`config.mk`:
```
export PLATFORM = sky130hd
export DESIGN_NAME = snake_dir_arbiter
export DESIGN_NICKNAME = d
export VERILOG_FILES = /design/src/rtl/snake_dir_arbiter.sv
export SDC_FILE = /design/constraint.sdc
export NUM_CORES = 1
export LEC_CHECK = 0
export ABC_CLOCK_PERIOD_IN_PS = 5000
export BUFFER_PORTS_ARGS = -buffer_cell sky130_fd_sc_hd__buf_2
export CAP_MARGIN = 10
export CORE_MARGIN = 3
export CORE_UTILIZATION = 40
export CTS_BUF_LIST = sky130_fd_sc_hd__clkbuf_4 sky130_fd_sc_hd__clkbuf_8 sky130_fd_sc_hd__clkbuf_16
export DETAILED_ROUTE_END_ITERATION = 10
export GPL_ROUTABILITY_DRIVEN = 0
export SYNTH_ARGS = -nofsm -noshare
export SYNTH_HDL_FRONTEND = slang
export SYNTH_SLANG_ARGS = --single-unit
```
`constraint.sdc`:
```
create_clock -name CLK -period 5 [get_ports CLK]
set_input_delay 0.5 -clock CLK [delete_from_list [all_inputs] [get_ports CLK]]
set_output_delay 0.5 -clock CLK [all_outputs]
set_load 0.05 [all_outputs]
```
`src/rtl/snake_dir_arbiter.sv`:
```
// Direction arbiter for a snake game core: queues up to two turns and commits one per game tick.
// Optional build macro SNAKE_DIR_REVERSE_FILTER_EN also rejects 180-degree reversals.
module snake_dir_arbiter (
    input  logic       CLK,
    input  logic       Reset,
    input  logic       Up,
    input  logic       Right,
    input  logic       Down,
    input  logic       Left,
    input  logic       Ack,
    input  logic       Run,
    input  logic       Tick,
    output logic [1:0] Dir,
    output logic       Step,
    output logic [1:0] Pending,
    output logic       Drop,
    output logic       Paused
);

    typedef enum logic [1:0] {
        IDLE  = 2'b00,
        PLAY  = 2'b01,
        PAUSE = 2'b10
    } state_t;

    localparam logic [1:0] DIR_UP    = 2'b00;
    localparam logic [1:0] DIR_RIGHT = 2'b01;
    localparam logic [1:0] DIR_DOWN  = 2'b10;
    localparam logic [1:0] DIR_LEFT  = 2'b11;

    state_t     state;
    logic [1:0] q_head;
    logic [1:0] q_tail;

    logic [3:0] btn;
    logic       any_btn;
    logic       multi_btn;
    logic [1:0] cand;
    logic [1:0] ref_dir;
    logic       play_act;
    logic       pop;
    logic       push;
    logic       reject;
    logic       drop_nxt;

    // A turn is useless if it repeats the reference heading; the filter also blocks reversals.
    function automatic logic dir_rejected(input logic [1:0] c, input logic [1:0] base);
        logic r;
`ifdef SNAKE_DIR_REVERSE_FILTER_EN
        r = (c == base) || (c == (base ^ 2'b10));
`else
        r = (c == base);
`endif
        return r;
    endfunction

    always_comb begin
        btn       = {Up, Right, Down, Left};
        any_btn   = |btn;
        multi_btn = (btn & (btn - 4'd1)) != 4'd0;
        cand      = DIR_UP;
        if (Up)         cand = DIR_UP;
        else if (Right) cand = DIR_RIGHT;
        else if (Down)  cand = DIR_DOWN;
        else if (Left)  cand = DIR_LEFT;

        play_act = (state == PLAY) && Run;
        // Checking against the pre-pop tail keeps a same-cycle tick from changing the verdict.
        if (Pending == 2'd2)      ref_dir = q_tail;
        else if (Pending == 2'd1) ref_dir = q_head;
        else                      ref_dir = Dir;

        pop      = play_act && Tick && (Pending != 2'd0);
        reject   = dir_rejected(cand, ref_dir) || ((Pending == 2'd2) && !pop);
        push     = play_act && any_btn && !reject;
        drop_nxt = play_act && any_btn && (reject || multi_btn);
    end

    always_ff @(posedge CLK or posedge Reset) begin
        if (Reset) begin
            state   <= IDLE;
            Dir     <= DIR_RIGHT;
            Pending <= 2'd0;
            Step    <= 1'b0;
            Drop    <= 1'b0;
            Paused  <= 1'b0;
        end else begin
            Step <= play_act && Tick;
            Drop <= drop_nxt;
            if (!Run) begin
                state   <= IDLE;
                Dir     <= DIR_RIGHT;
                Pending <= 2'd0;
                Paused  <= 1'b0;
            end else begin
                case (state)
                    IDLE: begin
                        state  <= PLAY;
                        Paused <= 1'b0;
                    end
                    PLAY: begin
                        if (Ack) begin
                            state  <= PAUSE;
                            Paused <= 1'b1;
                        end
                    end
                    PAUSE: begin
                        if (Ack) begin
                            state  <= PLAY;
                            Paused <= 1'b0;
                        end
                    end
                    default: begin
                        state  <= IDLE;
                        Paused <= 1'b0;
                    end
                endcase
                if (pop) Dir <= q_head;
                case ({pop, push})
                    2'b10:   Pending <= Pending - 2'd1;
                    2'b01:   Pending <= Pending + 2'd1;
                    default: Pending <= Pending;
                endcase
            end
        end
    end

    // Queue storage carries no reset; occupancy alone decides which entries are live.
    always_ff @(posedge CLK) begin
        if (push && pop) begin
            if (Pending == 2'd2) begin
                q_head <= q_tail;
                q_tail <= cand;
            end else begin
                q_head <= cand;
            end
        end else if (pop) begin
            q_head <= q_tail;
        end else if (push) begin
            if (Pending == 2'd0) q_head <= cand;
            else                 q_tail <= cand;
        end
    end

endmodule

```
==> qor.yml <==
hpwlAfterDp_mm: 1.30
drc_errors: 0
yosysUniqueCellTypes: 34
rsz0062_at_grt: "false"
wl_per_cell_um: 13.0
grt_usage_pct: 13.8
clock_latency_ps: 270
crit_path_max_fanout: 8
rows: 16
drt_iter0_drc: 11
hold_ws_ps: 176
worstMarginPinSlew_ps: 761
cts_sinks: 13
hold_class: "primary input to asynchronous set/reset pin"
path_buf_inv: 1
area_growth_pct: 15.7
power_density_nw_per_um2: 279
fin_tns_setup_ps: 0
postSynthRegisterBits: 13
swShare_pct: 33.0
dpl_cell_area_sq_um: 956
max_stage_delay_ps: 710
switching_power_uw: 91.0
synth.area.top_cells: "dfrtp_1 23%, edfxtp_1 14%, mux2_4 5.3%"
cp_slowest_cell: "a2111oi_0"
grt_pass1_vias: 606
firstDrtPassIters: 4
root_buffer: "clkbuf_4"
synth_ff_type: "dfrtp_1"
routed_via_density: 5.18
place_inst: 122
postSynthCellCount: 81
worst-r2r-cell-count: 7
slew_headroom_pct: 48.0
max_freq_mhz: 363
crit_arrival_ps: 2660
n_fill_cell: 190
setup_violations: 0
die_area_sq_um: 2720
ant_nets: 0
drive_gt1_share_pct: 30.3
routed_wl_mm: 1.64
layout_common_cells: "15 x buf_2, 11 x nor2_1, 8 x dfrtp_1, 8 x nand2_1, 6 x inv_1"
start_kind: "flop"
status: "finished clean"
min_period_ps: 2760
coreArea_sq_um: 1980
io_pins: 16
clockBufferDepth: 2
clkPwrFrac_pct: 25.5
cts_setup_buffers: 0
crit_chain: "inv_1, ha_1, mux2_4, mux2i_1, xnor2_2, o2bb2ai_4, a2111oi_0"
antenna_cells: 0
grt_pass1_wl_mm: 2.70
crit_required_ps: 4910
tritoncts: "done"
start_util_pct: 43.0
synth_area_sq_um: 852
yosysSeqAreaShare_pct: 40.7
cp-end-kind: "flop"
crit_type: "flop to flop"
ys_warn_count: 0
final.period_utilization_pct: 55.1
fin_area_sq_um: 986
synth-edff-count: 4
cts-resized-gates: 0
die_w_um: 52.2
ir_drop_uv: 130
ctsHoldBuffers: 0
io_buffers: 15
finalNetCount: 112
max_cap_violations: 0
numCtsBuffers: 3
synth.avg_cell_area_sq_um: 10.5
vias: 653
syn_nets: 93
path_depth: 7
hold_viol_final: 0
instances_no_fill: 126
internal_power_uw: 184
seqPwrFrac_pct: 44.4
drv_slew: 0
fin_worst_skew_ps: 1.96
htreeDepth: 1
pre_cts_ws_ps: 2270
combPwrFrac_pct: 30.1
die_h_um: 52.2
cpLargestDelayFamily: "compound AO/OA/AOI/OAI gates"
antenna_found_initial: 0
fin_ws_ps: 2240
grt-ovfl-total: 0
async_flop_share_pct: 69.2
synth_largest_area_cell: "dfrtp_1"
cellLeakagePower_uw: 0.000444
grt_max_degree: 10
clkSlewWorstSetupHoldPaths_ps: 80
synth_top_area_share_pct: 23.5
final_common_cell: "buf_2"
power by group through the flow:
stage	Clock, uW	Combinational [uW]	Sequential [uW]
floorplan	0	52.7	135
global placement	0	81.7	124
detailed placement	0	83.3	124
CTS	72.3	83.4	122
global route	77.0	89.8	123
finish	70.3	82.8	122
logic make-up (layout without fill, tap and decap cells):
family,after synthesis,in the layout,synth area share [%]
adder cells (fa/ha/maj),3,3,4.41
flip-flops,13,13,40.7
XOR/XNOR,3,3,3.97
multiplexers,5,5,7.64
AND/OR/NAND/NOR,33,33,21.7
AO/OA/AOI/OAI,17,17,18.4
buffers and inverters,7,25,3.23
metal layers:
layer | vias to the layer above | routed length (um) | global-route usage, %
li1 | 326 | - | -
met1 | 308 | 819 | 17.9
met2 | 17 | 694 | 21.3
met3 | 2 | 102 | 2.87
met4 | 0 | 23 | 7.66
met5 | - | 0 | 0
stage by stage:
step           utilization [%]  total power, uW
2_1_floorplan                -              188
3_3_place_gp              48.2              206
3_5_place_dp              48.2              208
4_1_cts                   49.7              278
5_1_grt                   49.7              290
6_report                  49.7              275
path summary, 6_finish.rpt:
check,end,slack (ps),startpoint
max,q_tail[1]$_DFFE_PP_,2240,Pending[1]$_DFFE_PP0P_
min,state[0]$_DFFE_PP0P_,180,Reset
max reg2reg,q_tail[1]$_DFFE_PP_,2240,Pending[1]$_DFFE_PP0P_
min reg2reg,Dir[0]$_DFFE_PP1P_,500,Dir[0]$_DFFE_PP1P_
max in group asynchronous,Dir[0]$_DFFE_PP1P_,4520,Reset
min in group CLK,Dir[0]$_DFFE_PP1P_,440,Run
Yosys cell counts, drive strengths merged (2+ instances only):
cell / instances
o21ai: 2
nor3b: 2
a2111oi: 3
nor2: 12
nand2b: 2
a21o: 2
dfrtp: 8
ha: 3
edfxtp: 4
nor2b: 2
mux2: 3
mux2i: 2
nor4: 2
xnor2: 3
inv: 6
a21oi: 4
nand2: 8
flip-flops by register name, summed over array words and instances (netlist names):
register  cells
Dir           2
Drop          1
Paused        1
Pending       2
Step          1
q_head        2
q_tail        2
state         2
area by class of cell:
class,instances,area (sq um),area share [%]
multi-input cells,61,478,48.5
flip-flops and latches,13,347,35.2
repair buffers,15,75.1,7.61
well taps,27,33.8,3.43
clock buffers,4,30.0,3.05
inverters,6,22.5,2.28
Power figures use the tool's default switching activity.
